===== src/rtl/snell_refract.sv =====
// snell_refract: computes the refraction angle theta2 = asin(n1*sin(theta1)/n2)
// in integer degrees from n1, n2 (q2.2) and theta1 (integer degrees).
//
// Flow: IDLE -> MUL (n1*SIN[theta1]) -> DIV (12-step restoring divide by n2,
// quotient is q1.8) -> ASIN (7-step binary search over the sine ROM) -> DONE.
// Illegal operands (n2==0 or theta1>ANGLE_MAX) skip straight from MUL to DONE
// with err set; a quotient above 1.0 skips ASIN with tir set.
//
// Optional build macro ASIN_NEAREST_EN adds a ROUND state after ASIN that
// moves the result to d+1 when SIN[d+1] is strictly closer to the quotient.
//
// Ports:
//   clk          clock, all state on the rising edge
//   rst          asynchronous active-low reset
//   n1_sel       load n1 from input_port[3:0]
//   n2_sel       load n2 from input_port[3:0]
//   t1_sel       load theta1 from input_port[6:0]
//   out_sel      drive theta2 onto output_port
//   start        begin a computation (sampled in IDLE only)
//   input_port   shared 7-bit operand input
//   output_port  registered readback / result
//   busy         high while computing (not IDLE/DONE)
//   done         one-cycle completion pulse
//   tir          total internal reflection on the last run
//   err          illegal operands on the last run
module snell_refract #(
  parameter int ANGLE_MAX  = 90,
  parameter int TIR_RESULT = 90
) (
  input  logic       clk,
  input  logic       rst,
  input  logic       n1_sel,
  input  logic       n2_sel,
  input  logic       t1_sel,
  input  logic       out_sel,
  input  logic       start,
  input  logic [6:0] input_port,
  output logic [6:0] output_port,
  output logic       busy,
  output logic       done,
  output logic       tir,
  output logic       err
);

  localparam logic [6:0] ANG_MAX7 = 7'(ANGLE_MAX);
  localparam logic [6:0] TIR7     = 7'(TIR_RESULT);

`ifdef ASIN_NEAREST_EN
  typedef enum logic [2:0] {IDLE, MUL, DIV, ASIN, ROUND, DONE} state_t;
`else
  typedef enum logic [2:0] {IDLE, MUL, DIV, ASIN, DONE} state_t;
`endif

  // SIN[d] = round(256*sin(d deg)), q1.8. Entries above 90 are never used.
  function automatic logic [8:0] sin_rom(input logic [6:0] d);
    logic [8:0] v;
    v = 9'h1FF;
    case (d)
      7'd0:  v = 9'd0;   7'd1:  v = 9'd4;   7'd2:  v = 9'd9;   7'd3:  v = 9'd13;
      7'd4:  v = 9'd18;  7'd5:  v = 9'd22;  7'd6:  v = 9'd27;  7'd7:  v = 9'd31;
      7'd8:  v = 9'd36;  7'd9:  v = 9'd40;  7'd10: v = 9'd44;  7'd11: v = 9'd49;
      7'd12: v = 9'd53;  7'd13: v = 9'd58;  7'd14: v = 9'd62;  7'd15: v = 9'd66;
      7'd16: v = 9'd71;  7'd17: v = 9'd75;  7'd18: v = 9'd79;  7'd19: v = 9'd83;
      7'd20: v = 9'd88;  7'd21: v = 9'd92;  7'd22: v = 9'd96;  7'd23: v = 9'd100;
      7'd24: v = 9'd104; 7'd25: v = 9'd108; 7'd26: v = 9'd112; 7'd27: v = 9'd116;
      7'd28: v = 9'd120; 7'd29: v = 9'd124; 7'd30: v = 9'd128; 7'd31: v = 9'd132;
      7'd32: v = 9'd136; 7'd33: v = 9'd139; 7'd34: v = 9'd143; 7'd35: v = 9'd147;
      7'd36: v = 9'd150; 7'd37: v = 9'd154; 7'd38: v = 9'd158; 7'd39: v = 9'd161;
      7'd40: v = 9'd165; 7'd41: v = 9'd168; 7'd42: v = 9'd171; 7'd43: v = 9'd175;
      7'd44: v = 9'd178; 7'd45: v = 9'd181; 7'd46: v = 9'd184; 7'd47: v = 9'd187;
      7'd48: v = 9'd190; 7'd49: v = 9'd193; 7'd50: v = 9'd196; 7'd51: v = 9'd199;
      7'd52: v = 9'd202; 7'd53: v = 9'd204; 7'd54: v = 9'd207; 7'd55: v = 9'd210;
      7'd56: v = 9'd212; 7'd57: v = 9'd215; 7'd58: v = 9'd217; 7'd59: v = 9'd219;
      7'd60: v = 9'd222; 7'd61: v = 9'd224; 7'd62: v = 9'd226; 7'd63: v = 9'd228;
      7'd64: v = 9'd230; 7'd65: v = 9'd232; 7'd66: v = 9'd234; 7'd67: v = 9'd236;
      7'd68: v = 9'd237; 7'd69: v = 9'd239; 7'd70: v = 9'd241; 7'd71: v = 9'd242;
      7'd72: v = 9'd243; 7'd73: v = 9'd245; 7'd74: v = 9'd246; 7'd75: v = 9'd247;
      7'd76: v = 9'd248; 7'd77: v = 9'd249; 7'd78: v = 9'd250; 7'd79: v = 9'd251;
      7'd80: v = 9'd252; 7'd81: v = 9'd253; 7'd82: v = 9'd254; 7'd83: v = 9'd254;
      7'd84: v = 9'd255; 7'd85: v = 9'd255; 7'd86: v = 9'd255; 7'd87: v = 9'd256;
      7'd88: v = 9'd256; 7'd89: v = 9'd256; 7'd90: v = 9'd256;
      default: v = 9'h1FF;
    endcase
    return v;
  endfunction

`ifdef ASIN_NEAREST_EN
  // d is the floor arcsin of q, so SIN[d] <= q < SIN[d+1]; ties keep d.
  function automatic logic [6:0] round_nearest(input logic [6:0] d, input logic [8:0] q);
    logic [8:0] lo;
    logic [8:0] hi;
    logic [6:0] r;
    lo = 9'd0;
    hi = 9'd0;
    r  = d;
    if (d < 7'd90) begin
      lo = q - sin_rom(d);
      hi = sin_rom(d + 7'd1) - q;
      if (hi < lo) r = d + 7'd1;
    end
    return r;
  endfunction
`endif

  state_t      state, state_n;
  logic [3:0]  n1_q, n2_q;
  logic [6:0]  t1_q, theta2_q;
  logic [3:0]  cnt;
  logic [6:0]  bit_m;

  // Iterative datapath working registers (not reset: always seeded in MUL/DIV)
  logic [11:0] dvd;
  logic [3:0]  rem;
  logic [11:0] quo;
  logic [8:0]  q_val;
  logic [6:0]  res;

  logic        bad_op;
  logic [11:0] prod_w;
  logic [4:0]  trial;
  logic        ge;
  logic [3:0]  rem_nxt;
  logic [11:0] quo_nxt;
  logic        div_last;
  logic        q_over;
  logic [6:0]  cand;
  logic        keep;
  logic [6:0]  res_nxt;

  assign busy     = (state != IDLE) && (state != DONE);
  assign bad_op   = (n2_q == 4'd0) || (t1_q > ANG_MAX7);
  assign prod_w   = {8'd0, n1_q} * {3'd0, sin_rom(t1_q)};

  // One restoring-division step: shift in the next dividend bit, subtract if it fits
  assign trial    = {rem, dvd[11]};
  assign ge       = trial >= {1'b0, n2_q};
  assign rem_nxt  = ge ? 4'(trial - {1'b0, n2_q}) : trial[3:0];
  assign quo_nxt  = {quo[10:0], ge};
  assign div_last = (cnt == 4'd11);
  assign q_over   = quo_nxt > 12'd256;

  // One arcsin search step: try setting the current bit of the angle
  assign cand     = res | bit_m;
  assign keep     = (cand <= 7'd90) && (sin_rom(cand) <= q_val);
  assign res_nxt  = keep ? cand : res;

  always_ff @(posedge clk or negedge rst) begin
    if (!rst) state <= IDLE;
    else      state <= state_n;
  end

  always_comb begin
    state_n = state;
    case (state)
      IDLE: if (start) state_n = MUL;
      MUL:  state_n = bad_op ? DONE : DIV;
      DIV:  if (div_last) state_n = q_over ? DONE : ASIN;
`ifdef ASIN_NEAREST_EN
      ASIN:  if (bit_m[0]) state_n = ROUND;
      ROUND: state_n = DONE;
`else
      ASIN: if (bit_m[0]) state_n = DONE;
`endif
      DONE: state_n = IDLE;
      default: state_n = IDLE;
    endcase
  end

  // Operand registers and readback port
  always_ff @(posedge clk or negedge rst) begin
    if (!rst) begin
      n1_q        <= 4'd0;
      n2_q        <= 4'd0;
      t1_q        <= 7'd0;
      output_port <= 7'd0;
    end else if (n1_sel) begin
      output_port <= {3'd0, n1_q};
      if (!busy) n1_q <= input_port[3:0];
    end else if (n2_sel) begin
      output_port <= {3'd0, n2_q};
      if (!busy) n2_q <= input_port[3:0];
    end else if (t1_sel) begin
      output_port <= t1_q;
      if (!busy) t1_q <= input_port;
    end else if (out_sel) begin
      output_port <= theta2_q;
    end
  end

  // Control and result registers
  always_ff @(posedge clk or negedge rst) begin
    if (!rst) begin
      cnt      <= 4'd0;
      bit_m    <= 7'd0;
      theta2_q <= 7'd0;
      tir      <= 1'b0;
      err      <= 1'b0;
      done     <= 1'b0;
    end else begin
      done <= (state == DONE);
      case (state)
        IDLE: if (start) begin
          tir <= 1'b0;
          err <= 1'b0;
        end
        MUL: begin
          cnt <= 4'd0;
          if (bad_op) err <= 1'b1;
        end
        DIV: begin
          cnt <= cnt + 4'd1;
          if (div_last) begin
            bit_m <= 7'b1000000;
            if (q_over) begin
              tir      <= 1'b1;
              theta2_q <= TIR7;
            end
          end
        end
        ASIN: begin
          bit_m <= bit_m >> 1;
          if (bit_m[0]) theta2_q <= res_nxt;
        end
`ifdef ASIN_NEAREST_EN
        ROUND: theta2_q <= round_nearest(theta2_q, q_val);
`endif
        default: ;
      endcase
    end
  end

  always_ff @(posedge clk) begin
    case (state)
      // MUL -> DIV: seed the divider with the product
      MUL: begin
        dvd <= prod_w;
        rem <= 4'd0;
        quo <= 12'd0;
      end
      // DIV -> ASIN: capture the q1.8 quotient, clear the search angle
      DIV: begin
        dvd <= {dvd[10:0], 1'b0};
        rem <= rem_nxt;
        quo <= quo_nxt;
        if (div_last) begin
          q_val <= quo_nxt[8:0];
          res   <= 7'd0;
        end
      end
      ASIN: res <= res_nxt;
      default: ;
    endcase
  end

endmodule


===== config.mk =====
export PLATFORM = sky130hd
export DESIGN_NAME = snell_refract
export DESIGN_NICKNAME = d
export VERILOG_FILES = /design/src/rtl/snell_refract.sv
export SDC_FILE = /design/constraint.sdc
export NUM_CORES = 1
export LEC_CHECK = 0
export CORE_MARGIN = 3
export CORE_UTILIZATION = 62
export DETAILED_ROUTE_END_ITERATION = 6
export GPL_ROUTABILITY_DRIVEN = 0
export GPL_TIMING_DRIVEN = 0
export PLACE_DENSITY = 0.86
export SKIP_CTS_REPAIR_TIMING = 1
export SKIP_LAST_GASP = 1
export SLEW_MARGIN = 20
export SYNTH_ARGS = -nofsm -noshare
export SYNTH_HDL_FRONTEND = slang
export SYNTH_SLANG_ARGS = --single-unit

===== constraint.sdc =====
create_clock -name clk -period 6.2 [get_ports clk]
set_clock_uncertainty 0.05 [all_clocks]
set_input_delay 1.24 -clock clk [delete_from_list [all_inputs] [get_ports clk]]
set_output_delay 1.24 -clock clk [all_outputs]
set_load 0.02 [all_outputs]

==> impl_metrics.toml, run 1 <==
[outcome]
status = "complete, but fails checks"
violations = "design-rule violations"

[finish]
syn_to_final_growth_pct = 10.2
n_fill_cell = 837
antenna_cells = 0
layout.nets = 915
seq_area_sq_um = 2440
drive_gt1_share_pct = 7.58
final_util_pct = 70.9
multi_input_area_sq_um = 4230
fin_area_sq_um = 7820

[sta]
slew_headroom_pct = 46.7
worstMarginPinSlew_ns = 0.798
report.final.slew_viol_count = 0
fin_crit_sh_pct = 93.1
hold_viol = 0
finalSetupViolations = 0
fin_crit_ns = 5.77
final.setup.tns_ns = 0
fmax_mhz = 173
rsz0062_at_grt = "false"

[yosys]
syn-cell-area_sq_um = 7100
async_flop_share_pct = 51.7
synth_adder_area_share_pct = 12.5
synth_top_family_by_area = "simple AND/OR/NAND/NOR gates"
yosysMostFrequentCell = "nor2_1"
yosysTopAreaCell = "edfxtp_1"
synth-compound-area-share_pct = 19.8
synthMuxAreaShare_pct = 5.59
synth_nets = 881
postSynthAreaPerCell_sq_um = 8.82
yosys.area_share.simple_pct = 20.0
synth_cells = 805
synth_edf_count = 43
yosysUniqueCellTypes = 67
synth-main-ff-cell = "dfrtp_1"
yosysTopAreaCellShare_pct = 18.2
yosysSeqAreaShare_pct = 34.4
synth_common_cells = "76 x nor2_1, 71 x nand2_1, 59 x inv_1"
ys_top_cells_by_area = "edfxtp_1 18%, dfrtp_1 16%, ha_1 8.3%"
yosysWarnings = 0
synth_xor_area_share_pct = 1.36
ys_seq_elements = 89

[cts]
clkLatencyLatePin_ns = 0.35
htreeDepth = 3
clkSlewWorstSetupHoldPaths_ns = 0.07
cts.sinks = 89
clockRootBuffer = "clkbuf_16"
cts_buffers = 9
cts_buffer_depth = 2
cts_tree = "done"

[floorplanning]
row_count = 38
io_pins = 25
die_h_um = 113
fp.dieW_um = 113
dieArea_sq_um = 12800
start_util_pct = 64.4
core_sq_um = 11000

[drt]
drt-pass1-iter-count = 7
viasPerCell = 6.66
wl_per_cell_um = 18.6
drt_wl_total_mm = 18.3
drt_iter0_drc = 1000
remaining_drc_errors = 1
postRouteAntennaNets = 0
via_count = 6551

[critical_path]
cp.arrival_ns = 5.93
crit_path_top_delay_cell = "o41ai_1"
required_ns = 6.36
worst-setup-path-type = "reg2reg"
crit_path_max_fanout = 8
critPathLaunchType = "flop"
critPathCaptureType = "flop"
cpPeakStageDelay_ns = 0.59
critical_path.cell_chain = "clkbuf_1, inv_1, ha_1, nor2_1, a21oi_1, mux4_2, a221oi_2, nand2_1, fa_1, inv_1, fa_1, ha_1, a21oi_1, o211ai_1, o41ai_1, o32a_1, and3_1"

[global_routing]
grt_start_max_net_pins = 32
first_global_vias = 6472
grt_pass1_wl_mm = 30.5
gr-usage-all-layers_pct = 29.2
antenna_found_initial = 0
gr-total-overflow = 0

[min_path]
hold_path.class = "reg2reg"

[place]
dp_hpwl_mm = 13.5
dpl_cell_area_sq_um = 7520
portBuffers = 22

[flow_run]
maxCapViolations = 0
==> worst paths after layout <==
kind / from / endpoint / depth (start not counted) / slack, ns
worst max-delay path: t1_q[0] / dvd[11] / 17 / 0.43
worst min-delay path: quo[1] / q_val[2] / 0 / 0.43
worst max register to register: t1_q[0] / dvd[11] / 17 / 0.43
worst min register to register: quo[1] / q_val[2] / 0 / 0.43
max in group asynchronous: rst / cnt[0] / 2 / 4.83
min in group asynchronous: rst / t1_q[4] / 1 / 0.76
==> worst max-delay path, delay by kind of cell, from the launching register on <==
family | cells | cell delay [ns]
compound gates | 6 | 1.75
fa+ha+maj | 4 | 1.73
simple gates | 3 | 0.56
buf+inv | 3 | 0.55
mux | 1 | 0.50
flops | 1 | 0.48
==> routing by layer <==
metal / vias up / global-route usage (%) / share of wire [%]
li1: 2973 / - / -
met1: 3096 / 36.2 / 38
met2: 404 / 50.2 / 50
met3: 78 / 3.80 / 8.0
met4: 0 / 14.3 / 3.9
met5: - / 0 / 0
==> placed cells by master (no fill, tap or decap), drive strengths merged, types with 6 or more instances in the layout <==
cell	synthesis	layout
a31oi	12	12
mux2i	7	7
fa	15	15
clkbuf	37	46
o21ai	40	40
dfrtp	46	46
inv	59	63
nand3	18	18
o22ai	10	10
a211oi	17	17
xnor2	6	6
mux2	15	15
nand2b	13	13
o211ai	7	7
nor2	77	77
nor3	23	23
and2	32	32
nor2b	12	12
a21oi	52	52
mux4	7	7
and3	11	11
edfxtp	43	43
a221oi	6	6
o32a	6	6
o21a	8	8
o31ai	6	6
or2	9	9
buf	15	17
clkdlybuf4s50	0	21
ha	47	47
a311oi	7	7
nand2	71	71
==> cell families after synthesis <==
logic type / count (synthesis)
simple gates: 291
buf+inv: 112
fa+ha+maj: 62
compound gates: 211
xor+xnor: 11
flops: 89
mux: 29
==> area by class of cell <==
type / instances / share of cell area [%]
Multi-Input combinational cell: 604 / 54.0
Sequential cell: 89 / 31.2
Inverter: 60 / 2.88
Clock inverter: 7 / 0.896
Timing Repair Buffer: 23 / 3.01
Clock buffer: 9 / 2.88
Tap cell: 140 / 2.24
Buffer: 52 / 2.83
==> state kept, by name, indices dropped and copies added (netlist names), 4 cells and up <==
signal	cells
n1_q	4
cnt	4
res	7
t1_q	7
n2_q	4
dvd	12
bit_m	7
theta2_q	7
q_val	9
quo	11
output_port	7
rem	4
==> through the flow <==
stage | setup slack, ns | cells | hold slack [ns]
finish | 0.425 | 984 | 0.432
global route | 0.111 | 984 | 0.445
CTS | 0.367 | 984 | 0.432
detailed placement | 0.401 | 968 | 0.414
global placement | 0.553 | 967 | 0.413
floorplan | 1.27 | 805 | 0.392
Power of run 1 is not shown: default switching activity piles up to over one toggle a cycle in this logic, so the estimate is an artifact.
==> run 2: changes to the inputs <==
--- a/config.mk
+++ b/config.mk
@@ -5,11 +5,9 @@
 export SDC_FILE = /design/constraint.sdc
 export NUM_CORES = 1
 export LEC_CHECK = 0
-export CORE_MARGIN = 3
 export CORE_UTILIZATION = 62
 export DETAILED_ROUTE_END_ITERATION = 6
 export GPL_ROUTABILITY_DRIVEN = 0
-export GPL_TIMING_DRIVEN = 0
 export PLACE_DENSITY = 0.86
 export SKIP_CTS_REPAIR_TIMING = 1
 export SKIP_LAST_GASP = 1
==> run 2 against run 1 <==
  * The flow still finishes with violations (design-rule violations)
  * Highest routed layer unchanged
  * Die area shrank 7.0%
  * Critical endpoint is now dvd[10]
  * Sequential share of layout area up 0.80 points
  * Cell count decreased by 4.8%
  * First-iteration DRC count decreased by 34%
  * Worst hold slack got worse by 0.0064 ns
  * Sequential cell count unchanged
==> impl_metrics.toml, run 2 (synthesis results as in run 1) <==
[outcome]
status = "complete, but fails checks"
violations = "design-rule violations"

[finish]
layout.nets = 868
max_flop_register = "dvd"
syn_to_final_growth_pct = 7.40
mostFrequentLayoutCells = "73 x nor2_1, 71 x nand2_1, 59 x inv_1"
top_regs = "dvd: 12 flops, quo: 11 flops, q_val: 9 flops"
largest_reg_flops = 12
drive_gt1_share_pct = 7.03
fin_area_sq_um = 7630
fin_cells = 937
antenna_cells = 0
final_common_cell = "nor2_1"

[sta]
rsz0062_at_grt = "false"
finalSetupViolations = 0
fin_crit_sh_pct = 88.6
worstMarginPinSlew_ns = 1.05
slew_headroom_pct = 29.1
hold_viol = 0
fmax_mhz = 182
final.setup.tns_ns = 0
report.final.slew_viol_count = 0
fin_crit_ns = 5.49

[cts]
cts_buffers = 9
cts.sinks = 89
cts_tree = "done"
clkLatencyLatePin_ns = 0.35
clkSlewWorstSetupHoldPaths_ns = 0.07
cts_buffer_depth = 2
htreeDepth = 3
clockRootBuffer = "clkbuf_16"

[critical_path]
crit_path_max_fanout = 12
crit_buf_inv = 3
reg2reg_to = "dvd[10]"
critPathCapture = "dvd[10]"
cp.arrival_ns = 5.66
crit_path_top_delay_cell = "dfrtp_1"
worst-setup-path-type = "reg2reg"
critPathCaptureType = "flop"
crit_family = "adder cells"
reg2reg_depth = 17
worstReg2RegStart = "t1_q[1]"
critical_path.cell_chain = "inv_1, ha_1, nor2_1, a21oi_1, mux4_2, a221oi_1, nand2_1, fa_1, inv_1, fa_1, inv_1, fa_1, nor2b_1, o31a_1, o211ai_1, a2111oi_0, nand3b_1"
crit_start = "t1_q[1]"
crit_cells = 17
critPathLaunchType = "flop"
cpPeakStageDelay_ns = 0.57
required_ns = 6.37
reg2reg_slack_ns = 0.71

[floorplanning]
die_h_um = 109
io_pins = 25
row_count = 38
dieArea_sq_um = 11900
core_sq_um = 11000
start_util_pct = 64.7
fp.dieW_um = 109

[drt]
viasPerCell = 6.71
wl_per_cell_um = 18.5
via_count = 6286
drt_iter0_drc = 661
postRouteAntennaNets = 0
remaining_drc_errors = 1
drt-pass1-iter-count = 7
drt_wl_total_mm = 17.4

[global_routing]
gr-usage-all-layers_pct = 31.3
antenna_found_initial = 0
grt_start_max_net_pins = 47
grt_pass1_wl_mm = 28.9
gr-total-overflow = 0
first_global_vias = 5986

[place]
dp_hpwl_mm = 12.6
place_inst = 921
dpl_cell_area_sq_um = 7320
portBuffers = 24

[min_path]
hold_path.class = "reg2reg"

[flow_run]
maxCapViolations = 0
-- run 2: cell count changes in the layout (fill, tap and decap cells not counted), sizes merged --
cell / before / now
buf: 17 / 5
clkbuf: 46 / 9
clkdlybuf4s50: 21 / 23
clkinv: 3 / 2
clkinvlp: 1 / 2
-- run 2: stage by stage --
stage                     util (%)  worst slack [ns]  hold slack (ns)
after floorplan                  -              1.27            0.392
after global placement        66.7             0.998            0.413
after detailed placement      66.7             0.835            0.413
after CTS                     69.4             0.801            0.428
after global routing          69.4             0.311            0.437
final                         69.4             0.709            0.426
-- run 2: worst min path at each step --
stage,from,end,slack (ns),cells past startpoint
detailed placement,quo[0],q_val[1],0.41,0
global route,quo[0],q_val[1],0.44,0
floorplan,quo[3],q_val[4],0.39,0
finish,quo[0],q_val[1],0.43,0
global placement,quo[1],q_val[2],0.41,0
CTS,quo[0],q_val[1],0.43,0
-- run 2: cell type report --
class	count	area [sq um]
Multi-Input combinational cell	604	4220
Fill cell	858	3360
Sequential cell	89	2440
Timing Repair Buffer	28	268
Clock buffer	9	225
Inverter	60	225
Tap cell	140	175
Clock inverter	7	71.3
-- run 2: metal layers --
metal  up-vias  wire [um]  track usage, %
met4         0        681            14.8
met5         -          0               0
met3        61        972            4.60
met1      3075       7020            38.9
li1       2883          -               -
met2       267       8690            53.6
Power of run 2 is left out for the same reason.
